[src/rtl/ad_light_pkg.sv]
// Shared definitions for the light-show sequencer: state encoding, mode width,
// default auto-sequence range and small arithmetic helpers.
package ad_light_pkg;

  localparam int MODE_W       = 4;
  localparam int MODE_MIN_DEF = 1;
  localparam int MODE_MAX_DEF = 12;

  typedef enum logic [1:0] {
    ST_IDLE  = 2'd0,
    ST_RUN   = 2'd1,
    ST_PAUSE = 2'd2
  } seq_state_e;

  // Next mode in the auto sequence; anything outside [lo, hi] restarts at lo.
  function automatic logic [MODE_W-1:0] mode_advance(
    input logic [MODE_W-1:0] cur,
    input logic [MODE_W-1:0] lo,
    input logic [MODE_W-1:0] hi
  );
    if ((cur >= hi) || (cur < lo)) begin
      return lo;
    end else begin
      return cur + 4'd1;
    end
  endfunction

  // Prescaler terminal count for a given base divisor and speed shift.
  function automatic int unsigned term_count(
    input int unsigned div,
    input logic [1:0]  spd
  );
    int unsigned d;
    d = div >> spd;
    return (d == 32'd0) ? 32'd0 : d - 32'd1;
  endfunction

endpackage

[src/rtl/step_prescaler.sv]
// Display-step prescaler: counts base clocks while running and strobes step_en
// once per (CLK_DIV >> speed) cycles; holds its count while not running.
module step_prescaler
  import ad_light_pkg::*;
#(
  parameter int unsigned CLK_DIV = 32'd25000000
) (
  input  logic       clk,
  input  logic       rst_n,
  input  logic       run,
  input  logic       clr,
  input  logic [1:0] speed,
  output logic       tick,
  output logic       step_en
);

  localparam int CNT_W = (CLK_DIV > 32'd1) ? $clog2(CLK_DIV) : 1;

  logic [CNT_W-1:0] cnt_r;
  logic [CNT_W-1:0] term_s;

  // >= rather than == so a speed change that drops the terminal below the
  // current count still fires on the next cycle instead of wrapping around.
  assign term_s = CNT_W'(term_count(CLK_DIV, speed));
  assign tick   = run & ~clr & (cnt_r >= term_s);

  // Count, wrap on terminal and register the step strobe.
  always_ff @(posedge clk or negedge rst_n) begin
    if (!rst_n) begin
      cnt_r   <= {CNT_W{1'b0}};
      step_en <= 1'b0;
    end else if (clr) begin
      cnt_r   <= {CNT_W{1'b0}};
      step_en <= 1'b0;
    end else if (tick) begin
      cnt_r   <= {CNT_W{1'b0}};
      step_en <= 1'b1;
    end else if (run) begin
      cnt_r   <= cnt_r + CNT_W'(1'b1);
      step_en <= 1'b0;
    end else begin
      step_en <= 1'b0;
    end
  end

endmodule

[src/rtl/ad_mode_sequencer.sv]
// Mode sequencer for the LED pattern generator: IDLE/RUN/PAUSE control,
// dwell counting per mode and auto/manual mode advance.
module ad_mode_sequencer
  import ad_light_pkg::*;
#(
  parameter int unsigned CLK_DIV     = 32'd25000000,
  parameter int unsigned DWELL_STEPS = 32'd32,
  parameter int unsigned MODE_MIN    = MODE_MIN_DEF,
  parameter int unsigned MODE_MAX    = MODE_MAX_DEF
) (
  input  logic              clk,
  input  logic              rst_n,
  input  logic              start_pulse,
  input  logic              pause_pulse,
  input  logic              next_pulse,
  input  logic              stop_pulse,
  input  logic [1:0]        speed,
  output logic [MODE_W-1:0] mode,
  output logic              step_en,
  output logic              mode_change,
  output logic [1:0]        state
);

  localparam int DW_W = (DWELL_STEPS > 32'd1) ? $clog2(DWELL_STEPS) : 1;
  localparam logic [DW_W-1:0]   DWELL_LAST = DW_W'(DWELL_STEPS - 32'd1);
  localparam logic [MODE_W-1:0] MODE_LO    = MODE_W'(MODE_MIN);
  localparam logic [MODE_W-1:0] MODE_HI    = MODE_W'(MODE_MAX);
  localparam logic [MODE_W-1:0] MODE_OFF   = {MODE_W{1'b0}};

  seq_state_e        state_r;
  logic [MODE_W-1:0] mode_r;
  logic              mode_change_r;
  logic [DW_W-1:0]   dwell_r;

  logic is_idle_s, is_run_s, is_pause_s, bad_state_s;
  logic start_act_s, pause_act_s, next_act_s;
  logic run_s, clr_s, tick_s;

  assign is_idle_s   = (state_r == ST_IDLE);
  assign is_run_s    = (state_r == ST_RUN);
  assign is_pause_s  = (state_r == ST_PAUSE);
  assign bad_state_s = ~(is_idle_s | is_run_s | is_pause_s);

  // Priority stop > start > pause > next, each only where it has an effect.
  assign start_act_s = ~stop_pulse & start_pulse & (is_idle_s | is_pause_s);
  assign pause_act_s = ~stop_pulse & pause_pulse & is_run_s;
  assign next_act_s  = ~stop_pulse & ~start_act_s & ~pause_act_s & next_pulse
                       & (is_run_s | is_pause_s);

  assign run_s = is_run_s & ~stop_pulse & ~pause_act_s & ~next_act_s;
  assign clr_s = stop_pulse | bad_state_s | next_act_s | (start_act_s & is_idle_s);

  step_prescaler #(
    .CLK_DIV (CLK_DIV)
  ) u_prescaler (
    .clk     (clk),
    .rst_n   (rst_n),
    .run     (run_s),
    .clr     (clr_s),
    .speed   (speed),
    .tick    (tick_s),
    .step_en (step_en)
  );

  // Control FSM with dwell counter and registered mode outputs.
  always_ff @(posedge clk or negedge rst_n) begin
    if (!rst_n) begin
      state_r       <= ST_IDLE;
      mode_r        <= MODE_OFF;
      mode_change_r <= 1'b0;
      dwell_r       <= {DW_W{1'b0}};
    end else if (stop_pulse || bad_state_s) begin
      state_r       <= ST_IDLE;
      mode_r        <= MODE_OFF;
      mode_change_r <= 1'b0;
      dwell_r       <= {DW_W{1'b0}};
    end else begin
      mode_change_r <= 1'b0;
      case (state_r)
        ST_IDLE: begin
          if (start_act_s) begin
            state_r       <= ST_RUN;
            mode_r        <= MODE_LO;
            mode_change_r <= 1'b1;
            dwell_r       <= {DW_W{1'b0}};
          end else begin
            mode_r  <= MODE_OFF;
            dwell_r <= {DW_W{1'b0}};
          end
        end
        ST_RUN: begin
          if (pause_act_s) begin
            state_r <= ST_PAUSE;
          end else if (next_act_s) begin
            mode_r        <= mode_advance(mode_r, MODE_LO, MODE_HI);
            mode_change_r <= 1'b1;
            dwell_r       <= {DW_W{1'b0}};
          end else if (tick_s) begin
            if (dwell_r == DWELL_LAST) begin
              mode_r        <= mode_advance(mode_r, MODE_LO, MODE_HI);
              mode_change_r <= 1'b1;
              dwell_r       <= {DW_W{1'b0}};
            end else begin
              dwell_r <= dwell_r + DW_W'(1'b1);
            end
          end else begin
            dwell_r <= dwell_r;
          end
        end
        ST_PAUSE: begin
          if (start_act_s) begin
            state_r <= ST_RUN;
          end else if (next_act_s) begin
            mode_r        <= mode_advance(mode_r, MODE_LO, MODE_HI);
            mode_change_r <= 1'b1;
            dwell_r       <= {DW_W{1'b0}};
          end else begin
            dwell_r <= dwell_r;
          end
        end
        default: begin
          state_r <= ST_IDLE;
          mode_r  <= MODE_OFF;
          dwell_r <= {DW_W{1'b0}};
        end
      endcase
    end
  end

  assign mode        = mode_r;
  assign mode_change = mode_change_r;
  assign state       = state_r;

endmodule

[config.mk]
export PLATFORM = sky130hd
export DESIGN_NAME = ad_mode_sequencer
export DESIGN_NICKNAME = d
export VERILOG_FILES = /design/src/rtl/ad_light_pkg.sv /design/src/rtl/step_prescaler.sv /design/src/rtl/ad_mode_sequencer.sv
export SDC_FILE = /design/constraint.sdc
export NUM_CORES = 1
export LEC_CHECK = 0
export CAP_MARGIN = 0
export CORE_MARGIN = 1
export CORE_UTILIZATION = 52
export CTS_CLUSTER_DIAMETER = 150
export CTS_CLUSTER_SIZE = 28
export DETAILED_ROUTE_END_ITERATION = 10
export GPL_ROUTABILITY_DRIVEN = 0
export HOLD_SLACK_MARGIN = 0.05
export PLACE_DENSITY = 0.84
export SLEW_MARGIN = 5
export SYNTH_ARGS = -nofsm -noshare
export SYNTH_HDL_FRONTEND = slang
export SYNTH_HIERARCHICAL = 1
export SYNTH_SLANG_ARGS = --single-unit
[constraint.sdc]
create_clock -name clk -period 3 [get_ports clk]
set_input_delay 0.6 -clock clk [delete_from_list [all_inputs] [get_ports clk]]
set_output_delay 0.6 -clock clk [all_outputs]
set_load 0.05 [all_outputs]
==> results of run 1 <==
==> repair_timing <==
action                     4_1_cts  5_1_grt
setup buffers                    1        2
resized for setup                9       11
setup endpoints to repair       36       10
pin swaps                        2        9
==> worst max-delay path, delay by kind of cell <==
family	cells	cell delay (ns)
adder cells (fa/ha/maj)	2	0.50
AND/OR/NAND/NOR	2	0.19
buffers and inverters	4	0.33
AO/OA/AOI/OAI	7	1.60
==> synth_stat cells, types with 3 or more instances <==
| cell | instances | area share |
|---|---|---|
| nor2b_1 | 7 | 0.014 |
| nand3b_1 | 3 | 0.0071 |
| a22o_1 | 3 | 0.0083 |
| o21a_1 | 3 | 0.0071 |
| nand2b_1 | 5 | 0.0099 |
| and3_1 | 6 | 0.012 |
| inv_1 | 19 | 0.023 |
| clkbuf_1 | 12 | 0.014 |
| o21ai_0 | 6 | 0.0095 |
| nand3_1 | 23 | 0.036 |
| nor2_1 | 17 | 0.020 |
| dfrtp_1 | 38 | 0.30 |
| and3b_1 | 10 | 0.028 |
| a21o_1 | 4 | 0.0095 |
| a31oi_1 | 5 | 0.0099 |
| ha_1 | 29 | 0.11 |
| nand2_1 | 54 | 0.064 |
| nor4_1 | 6 | 0.012 |
| nor3_1 | 20 | 0.032 |
| nand4_1 | 19 | 0.038 |
| a21oi_1 | 19 | 0.030 |
| o211ai_1 | 18 | 0.043 |
==> flip-flops by register name, indices dropped and copies added (netlist names) <==
register and cells:
mode_change 1, dwell_r 5, u_prescaler/cnt_r 25, state 2, u_prescaler/step_en 1, mode 4
==> power breakdown <==
part	internal, mW	leakage (nW)	switching [mW]
sequential	0.519	0.525	0.00956
combinational	0.100	1.12	0.139
clock	0.160	0.0383	0.175
==> cells by family (layout without fill, tap and decap cells) <==
group,count (synthesis),in the layout,synth area share
simple gates,186,186,0.322
compound gates,81,81,0.187
flops,38,38,0.300
buf+inv,37,79,0.0486
fa+ha+maj,30,30,0.118
mux,4,4,0.0166
other cells,2,3,0.00237
xor+xnor,2,2,0.00553
==> final cells by class <==
| type | count | area [um2] | share of cell area |
|---|---|---|---|
| tap | 75 | 93.8 | 0.0248 |
| inverter | 20 | 75.1 | 0.0198 |
| timing repair buffer | 52 | 432 | 0.114 |
| multi-input combinational | 306 | 2150 | 0.569 |
| clock buffer | 7 | 76.3 | 0.0202 |
| sequential | 38 | 953 | 0.252 |
==> placed cells by master, fill, tap and decap left out, types with 3 or more instances in the layout <==
master           instances
o21ai_0                  6
nor3_1                  20
dfrtp_1                 36
clkdlybuf4s50_1         12
clkbuf_8                 5
and3b_1                 10
ha_4                     3
a21oi_1                 18
o21a_1                   3
nor2b_1                  7
inv_2                    6
ha_1                    26
nand2_1                 54
buf_4                   36
nand4_1                 19
a21o_1                   4
a31oi_1                  5
nor2_1                  15
nand2b_1                 5
conb_1                   3
o211ai_1                18
nor4_1                   6
inv_1                   13
nand3_1                 22
and3_1                   6
nand3b_1                 3
a22o_1                   3
==> worst paths after layout <==
path / to / cells after the start / slack, ns
min reg2reg: dwell_r[4]$_DFFE_PN0P_ / 1 / 0.55
max reg2reg: dwell_r[3]$_DFFE_PN0P_ / 11 / 0.12
max: dwell_r[3]$_DFFE_PN0P_ / 15 / -0.01
min in group clk: dwell_r[4]$_DFFE_PN0P_ / 1 / 0.55
min: u_prescaler/cnt_r[8]$_DFFE_PN0P_ / 1 / 0.42
max in group asynchronous: state[0]$_DFFE_PN0P_ / 1 / 1.95
==> per-layer routing <==
layer  up-vias  GRT usage  wire [um]
met5         -          0          0
met1      1483      0.332       3370
met2       151      0.494       4080
met3        46     0.0400        468
met4         0      0.145        378
li1       1502          -          -
==> reports/results.ini, run 1 <==
[run_status]
outcome = complete, but fails checks
failed_checks = setup timing

[power]
leakagePower_nw = 1.68
ir_worst_vdd_uv = 199
powerDensity_nw_per_um2 = 291
total_power_mw = 1.10

[yosys]
syn-instance-count = 380
ys_async_sr_fraction = 1.00
synth-edff-count = 0
yosys_warnings = 6
ys_seq_area_frac = 0.300
postSynthAreaPerCell_um2 = 8.33
ys_seq_elements = 38
ys.flop_type = dfrtp_1
synth_area_um2 = 3170
synth_cell_type_count = 67

[sta]
skew_ns = 0.00897
rsz0062_at_grt = yes
hold_viol_final = 0
tightest_slew_ns = 0.912
setup_ws_ns = -0.0120
finalSetupTns_ns = -0.0120
holdWs_ns = 0.424
post-route-period-util = 1.00
setup_violations = 1
fmax_ghz = 0.332
max-slew-margin-rel = 0.390
drv_slew = 0
min_period_ns = 3.01

[drt]
vias = 3182
drtIter0Drc = 393
wire_per_inst_um = 16.7
via_per_inst = 6.39
drt_wl_total_um = 8300
first_pass_iters = 5
ant_nets = 0
drc = 0

[min_path]
hp-class = in2async

[setup_path]
worst_ep_arrival_time_ns = 3.24
end_kind = register
critPathLaunch = speed[0]
crit_path_top_delay_cell = a311o_1
crit_chain = buf_12, buf_6, nor2b_4, inv_2, ha_4, ha_4, nand3_2, o21a_1, o221ai_2, a32oi_2, a21oi_4, inv_2, a311o_1, o41ai_2, a22o_1
startpoint_type = primary input
cp_max_fo = 6
regToRegStartpoint = state[1]$_DFFE_PN0P_
path_class = in2reg
cp_data_required_time_ns = 3.23
max_stage_delay_ns = 0.38

[floorplan]
dieArea_um2 = 6400
initial_core_util = 0.538
num_rows = 28
die_y_um = 80.0
dieWidth_um = 80.0
io_pins = 16
core_um2 = 5890

[clocking]
clk_latency_ns = 0.29
numCtsBuffers = 5
ctsHoldBuffers = 0
clk_pin_slew_ns = 0.08
clockBufferDepth = 2
root_buffer = clkbuf_8
cts.sinks = 38
tritoncts = done
h-tree-depth = 2

[grt]
grt_use_total = 0.282
grt_max_degree = 39
grt_pass1_wl_um = 14000
overflow = 0
grt_pass1_vias = 3047
antenna_found_initial = 0

[cells_and_area]
antennaDiodeCount = 0
areaGrowthSynthToFinish_pct = 19.6
nNetsFinal = 460
fillers = 514
design_area_um2 = 3780
drive_above_1_share = 0.182
fin_util = 0.643
stdcell_count = 498

[placement]
dp_cells = 488
place_area_um2 = 3650
port_buffers = 15
hpwl_um = 5950
dpl_worst_slack_ns = -0.712

[run]
max_cap_viol_count = 0

Note: power is estimated with default switching activity, not from simulation.
==> run 2: changes to the inputs <==
TNS_END_PERCENT = 100   (was not set)
==> results of run 2 <==
No change in the layout: final DEF, timing and power equal those of run 1.
==> run 3: changes to the inputs <==
RECOVER_POWER = 100   (was not set)
==> reports/results.ini, run 3 (synthesized netlist as in run 1, its figures left out) <==
[run_status]
outcome = complete, but fails checks
failed_checks = capacitance limit, slew limit, setup timing

[setup_path]
cp_data_required_time_ns = 3.23  ; about the same
startpoint_type = primary input
crit_family = compound AO/OA/AOI/OAI gates
max_stage_delay_ns = 0.38  ; about the same
crit_path_top_delay_cell = a311o_1
crit_chain = buf_12, buf_6, nor2b_4, inv_2, ha_4, ha_4, nand3_2, o21a_1, o221ai_2, a32oi_2, a21oi_4, inv_2, a311o_1, o41ai_2, a22o_1
end_kind = register
cp_num_buf_inv = 4  ; unchanged
path_class = in2reg
cp_max_fo = 6  ; unchanged
rrSetupSlack_ns = 0.12  ; about the same
worst_ep_arrival_time_ns = 3.23  ; about the same

[grt]
grt_pass1_vias = 3047  ; unchanged
antenna_found_initial = 0  ; unchanged
grt_max_degree = 39  ; unchanged
overflow = 0  ; unchanged
grt_pass1_wl_um = 14000  ; unchanged
grt_use_total = 0.282  ; unchanged

[clocking]
clockBufferDepth = 2  ; unchanged
root_buffer = clkbuf_8
cts.sinks = 38  ; unchanged
tritoncts = done
clk_pin_slew_ns = 0.07  ; about the same
h-tree-depth = 2  ; unchanged
clk_latency_ns = 0.29  ; about the same
ctsHoldBuffers = 0  ; unchanged
numCtsBuffers = 5  ; unchanged

[sta]
holdWs_ns = 0.547  ; +0.123 ns
skew_ns = 0.00764  ; -0.00133 ns
max-slew-margin-rel = -0.419  ; -0.809
finalSetupTns_ns = -0.00892  ; +0.00305 ns
hold_viol_final = 0  ; unchanged
setup_ws_ns = -0.00892  ; +0.00305 ns
rsz0062_at_grt = yes
min_period_ns = 3.01  ; -0.00305 ns
post-route-period-util = 1.00  ; -0.00102
setup_violations = 1  ; unchanged
drv_slew = 39  ; +39
tightest_slew_ns = 2.13  ; +1.22 ns
fmax_ghz = 0.332  ; +0.10%

[floorplan]
core_um2 = 5890  ; unchanged
dieWidth_um = 80.0  ; unchanged
die_y_um = 80.0  ; unchanged
io_pins = 16  ; unchanged
dieArea_um2 = 6400  ; unchanged
initial_core_util = 0.538  ; unchanged
num_rows = 28  ; unchanged

[cells_and_area]
largest_reg_flops = 25  ; unchanged
areaGrowthSynthToFinish_pct = 19.5  ; about the same
final_cell_mix = nand2_1, dfrtp_1, buf_4, ha_1, nand3_1
nNetsFinal = 460  ; unchanged
drive_above_1_share = 0.180  ; -0.00236
antennaDiodeCount = 0  ; unchanged
final_common_cell = nand2_1
top_register = u_prescaler/cnt_r

[drt]
first_pass_iters = 5  ; unchanged
ant_nets = 0  ; unchanged
drt_wl_total_um = 8310  ; about the same
drtIter0Drc = 393  ; unchanged
drc = 0  ; unchanged
via_per_inst = 6.35  ; -0.63%
vias = 3162  ; -0.63%
wire_per_inst_um = 16.7  ; about the same

[power]
pwr-share-seq = 0.481  ; +0.002
switchingPower_mw = 0.321  ; -0.51%
leakagePower_nw = 1.70  ; +1.3%
p_comb_frac = 0.215  ; -0.002
p_sw_frac = 0.292  ; -0.000401
ir_worst_vdd_uv = 199  ; -0.36%
clkPwrFrac = 0.304  ; about the same
internal_power_mw = 0.777  ; -0.32%
powerDensity_nw_per_um2 = 290  ; -0.34%

[placement]
hpwl_um = 5950  ; unchanged
port_buffers = 15  ; unchanged

[run]
max_cap_viol_count = 1  ; +1

[min_path]
hp-class = reg2reg

==> run 3: cell count changes in the layout (fill, tap and decap cells not counted), sizes merged <==
cell           previous run  this run
buf                      39        38
dlygate4sd3               0         8
clkbuf                    8         9
clkdlybuf4s50            12         4
==> run 3: power by group through the flow <==
stage	logic [mW]	registers (mW)	clock network (mW)
finish	0.237	0.528	0.334
global route	0.258	0.530	0.355
CTS	0.235	0.529	0.343
detailed placement	0.235	0.539	0
global placement	0.227	0.539	0
floorplan	0.119	0.559	0
==> run 3: final cells by class <==
| class | count | area [um2] |
|---|---|---|
| multi-input cells | 306 | 2150 |
| fillers | 515 | 2100 |
| flip-flops and latches | 38 | 953 |
| repair buffers | 52 | 430 |
| well taps | 75 | 93.8 |
| clock buffers | 7 | 76.3 |
| inverters | 20 | 75.1 |
==> run 3: metrics by stage <==
stage | setup WS [ns] | total power [mW] | instances | area [um2] | util
after floorplan | 0.000229 | 0.679 | 381 | 3250 | -
after global placement | -0.504 | 0.765 | 488 | 3650 | 0.620
after detailed placement | -0.712 | 0.774 | 488 | 3650 | 0.620
after CTS | 0.00191 | 1.11 | 496 | 3750 | 0.636
after global routing | -0.116 | 1.14 | 498 | 3780 | 0.643
final | -0.00892 | 1.10 | 498 | 3780 | 0.643
==> run 3: repair_timing <==
item                                    CTS  global route
gates resized for setup                   9            11
pin swaps                                 2             9
endpoints found under the setup margin   36            10
setup buffers                             1             2
==> run 3: metal layers <==
layer | global-route usage | vias to the layer above | part of all wire
li1 | - | 1504 | -
met1 | 0.332 | 1483 | 0.41
met2 | 0.494 | 129 | 0.49
met3 | 0.0400 | 46 | 0.048
met4 | 0.145 | 0 | 0.046
met5 | 0 | - | 0
==> run 3: path summary, 6_finish.rpt <==
check,start,end,cells after the start
setup / recovery,speed[0],dwell_r[3]$_DFFE_PN0P_,15
hold / removal,dwell_r[4]$_DFFE_PN0P_,dwell_r[4]$_DFFE_PN0P_,1
setup reg to reg,state[1]$_DFFE_PN0P_,dwell_r[3]$_DFFE_PN0P_,11
hold reg to reg,dwell_r[4]$_DFFE_PN0P_,dwell_r[4]$_DFFE_PN0P_,1
max in group asynchronous,rst_n,state[0]$_DFFE_PN0P_,1
min in group asynchronous,rst_n,u_prescaler/cnt_r[4]$_DFFE_PN0P_,1
